==> src/rtl/exec_pkg.sv <==
// exec_pkg: shared encodings for the execute stage.
//   alu_op_e    - 4-bit ALU operation encoding (10..15 produce 0)
//   muldiv_op_e - 2-bit multiply/divide operation encoding
//   seq_state_e - multiply/divide sequencer states
//   ALU_NOP     - an ALU encoding that always yields 0
package exec_pkg;

  typedef enum logic [3:0] {
    ALU_ADD  = 4'd0,
    ALU_SUB  = 4'd1,
    ALU_AND  = 4'd2,
    ALU_OR   = 4'd3,
    ALU_XOR  = 4'd4,
    ALU_SLT  = 4'd5,
    ALU_SLTU = 4'd6,
    ALU_SLL  = 4'd7,
    ALU_SRL  = 4'd8,
    ALU_SRA  = 4'd9
  } alu_op_e;

  typedef enum logic [1:0] {
    MD_MUL   = 2'd0,
    MD_MULHU = 2'd1,
    MD_DIVU  = 2'd2,
    MD_REMU  = 2'd3
  } muldiv_op_e;

  typedef enum logic [1:0] {
    IDLE = 2'd0,
    BUSY = 2'd1,
    HOLD = 2'd2
  } seq_state_e;

  localparam logic [3:0] ALU_NOP = 4'hF;

endpackage

==> src/rtl/muldiv_seq.sv <==
// muldiv_seq: iterative unsigned multiply / divide sequencer.
//   One shift-add (MUL/MULHU) or restoring-divide (DIVU/REMU) step per cycle,
//   D_WIDTH steps per op.
// Ports:
//   clk, rst_n  - clock, asynchronous active-low reset
//   start       - accept a new op (only honoured in IDLE)
//   take        - the consumer's output register is free this cycle
//   op          - muldiv_op_e
//   srca, srcb  - operands (multiplier/multiplicand, dividend/divisor)
//   busy        - sequencer is not IDLE
//   done        - result is valid and waiting to be taken
//   result      - selected half of the product / quotient / remainder
module muldiv_seq
  import exec_pkg::*;
#(
  parameter int D_WIDTH = 32
) (
  input  logic               clk,
  input  logic               rst_n,
  input  logic               start,
  input  logic               take,
  input  muldiv_op_e         op,
  input  logic [D_WIDTH-1:0] srca,
  input  logic [D_WIDTH-1:0] srcb,
  output logic               busy,
  output logic               done,
  output logic [D_WIDTH-1:0] result
);

  localparam int CW = $clog2(D_WIDTH) + 1;

  seq_state_e         state, state_nx;
  muldiv_op_e         op_q;
  logic [CW-1:0]      cnt;
  logic [D_WIDTH-1:0] hi;   // product high half / partial remainder
  logic [D_WIDTH-1:0] lo;   // multiplier -> product low half / dividend -> quotient
  logic [D_WIDTH-1:0] opb;  // multiplicand / divisor

  logic               last;
  logic [D_WIDTH:0]   mul_sum;
  logic [D_WIDTH:0]   div_sh;
  logic               div_ge;
  logic [D_WIDTH-1:0] div_diff;

  assign last = (state == BUSY) && (cnt == '0);
  assign busy = (state != IDLE);
  assign done = last || (state == HOLD);

  always_comb begin
    mul_sum  = {1'b0, hi} + (lo[0] ? {1'b0, opb} : '0);
    div_sh   = {hi, lo[D_WIDTH-1]};
    div_ge   = (div_sh >= {1'b0, opb});
    // When div_ge holds the true difference fits in D_WIDTH bits.
    div_diff = div_sh[D_WIDTH-1:0] - opb;
  end

  always_comb begin
    unique case (op_q)
      MD_MUL, MD_DIVU: result = lo;
      default:         result = hi;
    endcase
  end

  always_ff @(posedge clk or negedge rst_n) begin
    if (!rst_n) state <= IDLE;
    else        state <= state_nx;
  end

  // The final step leaves straight for IDLE when the result is taken on the
  // same edge, so in_ready can return in the cycle out_valid rises; HOLD
  // only parks a result the output stage cannot yet accept.
  always_comb begin
    state_nx = state;
    unique case (state)
      IDLE: if (start) state_nx = BUSY;
      BUSY: if (cnt == '0) state_nx = take ? IDLE : HOLD;
      HOLD: if (take) state_nx = IDLE;
      default: state_nx = IDLE;
    endcase
  end

  always_ff @(posedge clk or negedge rst_n) begin
    if (!rst_n) begin
      op_q <= MD_MUL;
      cnt  <= '0;
      hi   <= '0;
      lo   <= '0;
      opb  <= '0;
    end else begin
      if (state == IDLE) begin
        if (start) begin
          op_q <= op;
          cnt  <= CW'(D_WIDTH);
          hi   <= '0;
          lo   <= srca;
          opb  <= srcb;
        end
      end else if (state == BUSY && cnt != '0) begin
        cnt <= cnt - 1'b1;
        if (op_q == MD_DIVU || op_q == MD_REMU) begin
          hi <= div_ge ? div_diff : div_sh[D_WIDTH-1:0];
          lo <= {lo[D_WIDTH-2:0], div_ge};
        end else begin
          hi <= mul_sum[D_WIDTH:1];
          lo <= {mul_sum[0], lo[D_WIDTH-1:1]};
        end
      end
    end
  end

endmodule

==> src/rtl/exec_unit.sv <==
// exec_unit: execute stage - register file with writeback bypass, operand
// muxes, ALU, optional multiply/divide sequencer and a registered
// valid/ready output stage.
// Configuration macro: EXEC_MULDIV_EN (defined: muldiv_seq instantiated and
//   MulDiv/MulOp honoured; undefined: every op is a latency-1 ALU op).
// Ports:
//   CLK, RST_N            - clock, asynchronous active-low reset
//   in_valid/in_ready     - issue handshake
//   ALUControl, ALUSrc, PCUppSrc, MulDiv, MulOp - operation controls
//   A1, A2, A3, RegWrite  - source/destination addresses, write enable
//   PC, ImmExt            - operands
//   WB_WE, WB_A, WB_D     - writeback port
//   out_valid/out_ready   - result handshake
//   ALUResult, RD2_out, A3_out, RegWrite_out, Zero - registered results
//   a0                    - live value of x10
module exec_unit
  import exec_pkg::*;
#(
  parameter int A_WIDTH = 5,
  parameter int D_WIDTH = 32
) (
  input  logic               CLK,
  input  logic               RST_N,
  input  logic               in_valid,
  output logic               in_ready,
  input  logic [3:0]         ALUControl,
  input  logic               ALUSrc,
  input  logic               PCUppSrc,
  input  logic               MulDiv,
  input  logic [1:0]         MulOp,
  input  logic [A_WIDTH-1:0] A1,
  input  logic [A_WIDTH-1:0] A2,
  input  logic [A_WIDTH-1:0] A3,
  input  logic               RegWrite,
  input  logic [D_WIDTH-1:0] PC,
  input  logic [D_WIDTH-1:0] ImmExt,
  input  logic               WB_WE,
  input  logic [A_WIDTH-1:0] WB_A,
  input  logic [D_WIDTH-1:0] WB_D,
  output logic               out_valid,
  input  logic               out_ready,
  output logic [D_WIDTH-1:0] ALUResult,
  output logic [D_WIDTH-1:0] RD2_out,
  output logic [A_WIDTH-1:0] A3_out,
  output logic               RegWrite_out,
  output logic               Zero,
  output logic [D_WIDTH-1:0] a0
);

  localparam int unsigned        NREG = 2 ** A_WIDTH;
  localparam int                 SHW  = $clog2(D_WIDTH);
  localparam logic [A_WIDTH-1:0] X10  = A_WIDTH'(10);

  logic [D_WIDTH-1:0] regs [NREG];
  logic [D_WIDTH-1:0] rd1, rd2, srca, srcb, alu_res;
  logic [SHW-1:0]     shamt;
  logic               out_free;

  logic               ld;
  logic [D_WIDTH-1:0] ld_res, ld_rd2;
  logic [A_WIDTH-1:0] ld_a3;
  logic               ld_rw;

  always_ff @(posedge CLK or negedge RST_N) begin
    if (!RST_N) begin
      for (int unsigned i = 0; i < NREG; i++) regs[i] <= '0;
    end else if (WB_WE && WB_A != '0) begin
      regs[WB_A] <= WB_D;
    end
  end

  always_comb begin
    rd1 = regs[A1];
    if (A1 == '0)                rd1 = '0;
    else if (WB_WE && WB_A == A1) rd1 = WB_D;
  end

  always_comb begin
    rd2 = regs[A2];
    if (A2 == '0)                rd2 = '0;
    else if (WB_WE && WB_A == A2) rd2 = WB_D;
  end

  assign a0    = regs[X10];
  assign srca  = PCUppSrc ? PC : rd1;
  assign srcb  = ALUSrc ? ImmExt : rd2;
  assign shamt = srcb[SHW-1:0];

  always_comb begin
    alu_res = '0;
    case (alu_op_e'(ALUControl))
      ALU_ADD:  alu_res = srca + srcb;
      ALU_SUB:  alu_res = srca - srcb;
      ALU_AND:  alu_res = srca & srcb;
      ALU_OR:   alu_res = srca | srcb;
      ALU_XOR:  alu_res = srca ^ srcb;
      ALU_SLT:  alu_res = D_WIDTH'($signed(srca) < $signed(srcb));
      ALU_SLTU: alu_res = D_WIDTH'(srca < srcb);
      ALU_SLL:  alu_res = srca << shamt;
      ALU_SRL:  alu_res = srca >> shamt;
      ALU_SRA:  alu_res = D_WIDTH'($signed(srca) >>> shamt);
      default:  alu_res = '0;
    endcase
  end

  assign out_free = !out_valid || out_ready;

`ifdef EXEC_MULDIV_EN
  logic               seq_start, seq_busy, seq_done, seq_ack, alu_accept;
  logic [D_WIDTH-1:0] seq_res;
  logic [D_WIDTH-1:0] pend_rd2;
  logic [A_WIDTH-1:0] pend_a3;
  logic               pend_rw;

  assign in_ready   = !seq_busy && out_free;
  assign seq_start  = in_valid && in_ready && MulDiv;
  assign alu_accept = in_valid && in_ready && !MulDiv;
  assign seq_ack    = seq_done && out_free;

  muldiv_seq #(
    .D_WIDTH(D_WIDTH)
  ) u_seq (
    .clk   (CLK),
    .rst_n (RST_N),
    .start (seq_start),
    .take  (out_free),
    .op    (muldiv_op_e'(MulOp)),
    .srca  (srca),
    .srcb  (srcb),
    .busy  (seq_busy),
    .done  (seq_done),
    .result(seq_res)
  );

  // Destination info and store data travel alongside the sequencer op.
  always_ff @(posedge CLK or negedge RST_N) begin
    if (!RST_N) begin
      pend_rd2 <= '0;
      pend_a3  <= '0;
      pend_rw  <= 1'b0;
    end else if (seq_start) begin
      pend_rd2 <= rd2;
      pend_a3  <= A3;
      pend_rw  <= RegWrite;
    end
  end

  always_comb begin
    ld     = seq_ack || alu_accept;
    ld_res = seq_ack ? seq_res  : alu_res;
    ld_rd2 = seq_ack ? pend_rd2 : rd2;
    ld_a3  = seq_ack ? pend_a3  : A3;
    ld_rw  = seq_ack ? pend_rw  : RegWrite;
  end
`else
  logic unused_md;

  assign unused_md = ^{MulDiv, MulOp};
  assign in_ready  = out_free;

  always_comb begin
    ld     = in_valid && in_ready;
    ld_res = alu_res;
    ld_rd2 = rd2;
    ld_a3  = A3;
    ld_rw  = RegWrite;
  end
`endif

  always_ff @(posedge CLK or negedge RST_N) begin
    if (!RST_N) begin
      out_valid    <= 1'b0;
      ALUResult    <= '0;
      RD2_out      <= '0;
      A3_out       <= '0;
      RegWrite_out <= 1'b0;
      Zero         <= 1'b0;
    end else if (ld) begin
      out_valid    <= 1'b1;
      ALUResult    <= ld_res;
      RD2_out      <= ld_rd2;
      A3_out       <= ld_a3;
      RegWrite_out <= ld_rw;
      Zero         <= (ld_res == '0);
    end else if (out_ready) begin
      out_valid    <= 1'b0;
    end
  end

endmodule
==> config.mk <==
export PLATFORM = sky130hd
export DESIGN_NAME = exec_unit
export DESIGN_NICKNAME = d
export VERILOG_FILES = /design/src/rtl/exec_pkg.sv /design/src/rtl/muldiv_seq.sv /design/src/rtl/exec_unit.sv
export SDC_FILE = /design/constraint.sdc
export NUM_CORES = 2
export LEC_CHECK = 0
export BUFFER_PORTS_ARGS = -buffer_cell sky130_fd_sc_hd__buf_4
export CORE_ASPECT_RATIO = 0.5
export CORE_MARGIN = 2
export CORE_UTILIZATION = 68
export DETAILED_ROUTE_END_ITERATION = 8
export PLACE_DENSITY = 0.86
export SYNTH_ARGS = -nofsm -noshare
export SYNTH_HDL_FRONTEND = slang
export SYNTH_SLANG_ARGS = --single-unit
==> constraint.sdc <==
create_clock -name CLK -period 11.55 [get_ports CLK]
set_input_delay 1.7325 -clock CLK [delete_from_list [all_inputs] [get_ports CLK]]
set_output_delay 1.7325 -clock CLK [all_outputs]
set_load 0.02 [all_outputs]
Word-level counts from Yosys, hierarchy flattened
Cells that the tools add are included.
- bits in registers: 1096
- input bits: 131
- output and inout port bits: 105
- word-level logic and storage cells: 97
- magnitude comparators: 6
- muxes and demuxes: 18
- reduce and logical (&&, ||, !) cells: 13
- bitwise logic cells: 6
- shifts and indexed selects: 3
- add/subtract/negate cells: 2
- equal/unequal tests: 11
- operator list (cell ; number):
    $bwmux W1024 ; 1
    $mux W32 ; 11
    $bmux W32 S5 ; 2
    $pmux W32 S10 ; 1
    $demux W32 S5 ; 1
    $lt A32 B32 Y1 ; 2
    $add A32 B32 Y32 ; 1
    $and A32 B32 Y32 ; 1
    $logic_not A32 Y1 ; 1
    $or A32 B32 Y32 ; 1
    $shl A32 B5 Y32 ; 1
    $shr A32 B5 Y32 ; 1
    $sshr A32 B5 Y32 ; 1
    $sub A32 B32 Y32 ; 1
    $xor A32 B32 Y32 ; 1
    $ge A6 B6 Y1 const B ; 3
    $not A5 Y6 ; 3
    $eq A4 B3 Y1 const B ; 4
    $eq A5 B5 Y1 ; 2
    $logic_not A5 Y1 ; 2
    $eq A4 B2 Y1 const B ; 2
    $eq A4 B4 Y1 const B ; 2
    $lt A6 B1 Y1 const B ; 1
    $logic_and A1 B1 Y1 ; 5
    other kinds (7) ; 8

Depth between registers and ports, before layout
- word-level depth: 10
- depth in mapped cells: 31
- mapped depth without buffers: 24

Worst setup path after synthesis
OpenSTA, ideal clock, no wires.
- path kind: input-to-reg
- from: input port A2[1]
- to: register Zero
- slack: 3.014 ns
- setup time: 0.066 ns
- required time: 11.484 ns
- arrival: 8.469 ns
- stages on the path: 29
- path through: buf_2 buf_2 buf_1 clkbuf_1 clkbuf_1 buf_1 clkbuf_1 mux2i_1 a211oi_1 a21oi_1 a211oi_1 mux2i_1 ha_1 clkbuf_1 nor3_1 or3b_2 o311ai_0 o41a_1 a311o_1 nor3_1 nor2_1 a31oi_1 nor2_1 a21oi_1 xor2_1 nor2_1 or4_1 nor4_2 a41o_1
- word-level cells in the longest chain between the ends: 10
- elaborated cells between the ends (all ways): 22
- those cells by class: add/sub: 2; order compare: 2; eq/ne: 1; shift: 3; mux: 7; bitwise: 4; reduce/logical: 3
- ends and longest elaborated chain (what ; RTL line ; text):
    start, declared ; exec_unit.sv:32 ; input logic [A_WIDTH-1:0] A2,
    $not A5 Y6 (not written as such) ; exec_unit.sv:79 ; rd2 = regs[A2];
    $bmux W32 S5 ; exec_unit.sv:79 ;
    $mux W32 (not written as such) (2 in series) ; exec_unit.sv:79 ;
    $mux W32 ; exec_unit.sv:81 ; else if (WB_WE && WB_A == A2) rd2 = WB_D;
    $mux W32 * ; exec_unit.sv:80 ; if (A2 == '0) rd2 = '0;
    $mux W32 * ; exec_unit.sv:86 ; assign srcb = ALUSrc ? ImmExt : rd2;
    $sub A32 B32 Y32, or another cell as far along ; exec_unit.sv:93 ; ALU_SUB: alu_res = srca - srcb;
    $pmux W32 S10 * ; exec_unit.sv:91 ; case (alu_op_e'(ALUControl))
    $logic_not A32 Y1 * ; exec_unit.sv:184 ; Zero <= (ld_res == '0);
    end signal, assigned ; exec_unit.sv:184 ;
    end, declared ; exec_unit.sv:46 ; output logic Zero,
Every way passes the cells marked *; elsewhere a longest branch is shown, timed or not. The select of a mux whose other input is x is not followed.
A chain may end at the register's enable or synchronous reset.

Worst setup path after layout
Same ends and word-level chain as after synthesis.

==> flow_summary.yaml <==
min_path:
  min-delay-path-class: "register to register"
  hp-start: "regs[1016]"
  holdPathStages: 0
  holdPathEnd: "regs[1016]"
sta:
  finalMaxSlewViolations: 0
  maxSlewHeadroom: 0.0158
  fin_tns_setup_ps: 0
  fin_crit_sh: 0.854
  worst_clock_skew_ps: 83.1
  rsz0062_at_grt: "false"
  setup_viol: 0
  worst_pin_slew_ps: 1470
  post-route-min-period_ps: 9860
  fmax_mhz: 101
  finalHoldViolations: 0
clock_network:
  clkTransAtPathRegs_ps: 80
  clockBufferDepth: 3
  postCtsHoldBufs: 0
  postCtsSetupBuffers: 0
  cts_resized: 0
  clkLatencyLatePin_ps: 770
  cts_made_buffers: 98
  numClockSinks: 1096
  cts_tree: "built"
  root_buffer: "clkbuf_16"
  htree_levels: 3
layout:
  final_core_util: 0.746
  n_fill_cell: 5769
  final_nets: 5649
  seq_area_sq_um: 27400
  multi_input_area_sq_um: 37400
  layout-drive-gt1-share: 0.383
  area_growth_syn_to_layout_pct: 8.50
  fin_cells: 6837
yosys:
  avgSynthCellArea_sq_um: 12.2
  synth-edff-count: 0
  synth_top_area_cell: "dfrtp_1"
  synthArstFlopShare: 1.00
  synthDominantCellAreaShare: 0.407
  syn_inst: 5524
  yosysSeqAreaShare: 0.407
  ys_warn_count: 0
  synth.distinct_cells: 109
  synth-seq-cells: 1096
  synth_area_leaders: "dfrtp_1 (41%), mux2_2 (16%), mux4_2 (15%)"
  syn_area_sq_um: 67400
  synth_nets: 5756
  synth_ff_type: "dfrtp_1"
drt:
  drt-met1-wl_um: 86300
  firstDrtPassIters: 8
  wl_met2_um: 106000
  drt_iter0_drc: 8940
  remaining_drc_errors: 0
  highest_layer: "met5"
  drtAntennaViolNets: 0
  post_drt_wl_per_cell_um: 37.8
  route.vias.total: 54900
  routed_wl_um: 259000
  met3_length_um: 42600
  vias_per_cell: 8.04
setup_path:
  rrSetupSlack_ps: 3750
  worst-setup-path-type: "input port to register"
  crit_path_start_kind: "input port"
  end_kind: "register"
  worstReg2RegStart: "regs[579]"
  cp_data_arrival_time_ps: 10530
  crit_required_ps: 12220
  crit_fanout: 88
  r2r_end: "Zero"
  rr_worst_depth: 22
floorplan:
  initial_core_util: 0.688
  die_y_um: 227
  io_pins: 236
  dieArea_sq_um: 102000
  num_rows: 81
  die_x_um: 449
  core_area_sq_um: 98000
pwr:
  finalPower_mw: 12.4
  vdd_drop_max_uv: 125
  p_leak_nw: 32.0
  power.density_nw_per_um2: 170
grt:
  antenna_found_initial: 13
  grt_pass1_vias: 55000
  grt_overflow: 0
  grt_first_pass_wirelength_um: 374000
  track_usage: 0.506
  grt_max_degree: 170
job:
  cap_viol_max_count: 1
place:
  gp_congestion: 1.11
  placed_cells: 6645
  dp_hpwl_um: 160000
  port_buffers: 232
status:
  outcome: "finished with violations"
  violations: "max-capacitance violations"
## power breakdown
group	internal, mW	switching (mW)
clock network	1.91	1.63
logic	1.69	1.96
registers	4.57	0.652
## worst max-delay path, cell delays in order
cell and delay (ps):
buf_8 590, buf_4 860, mux4_2 400, mux2i_1 90
mux4_2 520, a211oi_2 1170, mux2_2 390, ha_1 370
nor2_1 160, o211ai_1 110, a21oi_1 90, o31ai_1 680
nand4_1 220, a311oi_1 320, o31a_1 200, nand2_1 70
o21ai_0 130, xor2_1 100, a211oi_1 740, o21ai_1 290
or4_1 600, nor4_2 290, a41o_1 220
## worst max-delay path by stage
stage,from,endpoint,slack [ps],depth (start not counted)
floorplan,A2[1],Zero,3010,29
global placement,A2[0],Zero,1840,23
CTS,A2[0],Zero,2460,23
global route,A2[0],Zero,1560,23
finish,A2[1],Zero,1690,23
detailed placement,A2[0],Zero,1750,23
## stage by stage
stage	worst slack [ps]	hold slack (ps)	cell area [sq um]
after floorplan	3010	441	67400
after global placement	1840	376	69800
after detailed placement	1750	384	69800
after CTS	2460	399	73100
after global routing	1560	412	73100
final	1690	401	73100
## state kept, by name, indices dropped and copies added, names as in the netlist
name,cells
RegWrite_out,1
a0,32
Zero,1
A3_out,5
out_valid,1
ALUResult,32
regs,992
RD2_out,32
## routing by layer
metal	global-route usage	vias to the layer above
li1	-	20800
met1	0.609	27200
met2	0.704	5287
met3	0.252	1651
met4	0.372	14
met5	0.0156	-
## synthesized netlist by cell type (18+ instances only)
| cell | number |
|---|---|
| nand4_1 | 26 |
| nor2b_1 | 30 |
| o22ai_1 | 55 |
| o211ai_1 | 39 |
| nor3_1 | 93 |
| buf_1 | 65 |
| buf_4 | 39 |
| o21ai_0 | 162 |
| or3_1 | 18 |
| o221ai_1 | 31 |
| a21o_1 | 24 |
| mux2i_1 | 301 |
| inv_1 | 91 |
| dfrtp_1 | 1096 |
| nand3_1 | 51 |
| a21oi_1 | 145 |
| a22oi_1 | 71 |
| mux4_2 | 463 |
| nor2_1 | 223 |
| o31ai_1 | 22 |
| a211oi_1 | 78 |
| a2111oi_0 | 30 |
| a22o_1 | 35 |
| clkbuf_1 | 390 |
| buf_6 | 22 |
| ha_1 | 99 |
| buf_2 | 61 |
| a31oi_1 | 24 |
| nand2_1 | 373 |
| xnor2_1 | 28 |
| mux2_2 | 973 |
## kinds of logic (layout without fill, tap and decap cells)
kind of cell,after synthesis,after routing,share of synthesized area
simple gates,941,941,0.0647
other cells,0,13,0
flops,1096,1096,0.407
compound gates,924,924,0.0966
buf+inv,684,656,0.0450
fa+ha+maj,101,101,0.0190
mux,1741,1741,0.363
xor+xnor,37,37,0.00481
## placed cells by master, fill, tap and decap left out, types with 91 or more instances in the layout
cell type,instances
o21ai_0,161
a21oi_1,145
dfrtp_1,1096
mux2_2,973
clkbuf_16,98
nor3_1,91
ha_1,99
mux2i_1,301
nor2_1,205
buf_4,366
nand2_1,356
mux4_2,463
## final cells by class
class,instances,area share
diodes,13,0.000445
clock buffers,145,0.0391
clock inverters,34,0.00642
inverters,100,0.00513
multi-input cells,3744,0.511
flip-flops and latches,1096,0.375
well taps,1328,0.0227
repair buffers,377,0.0401
Power figures use the tool's default switching activity.
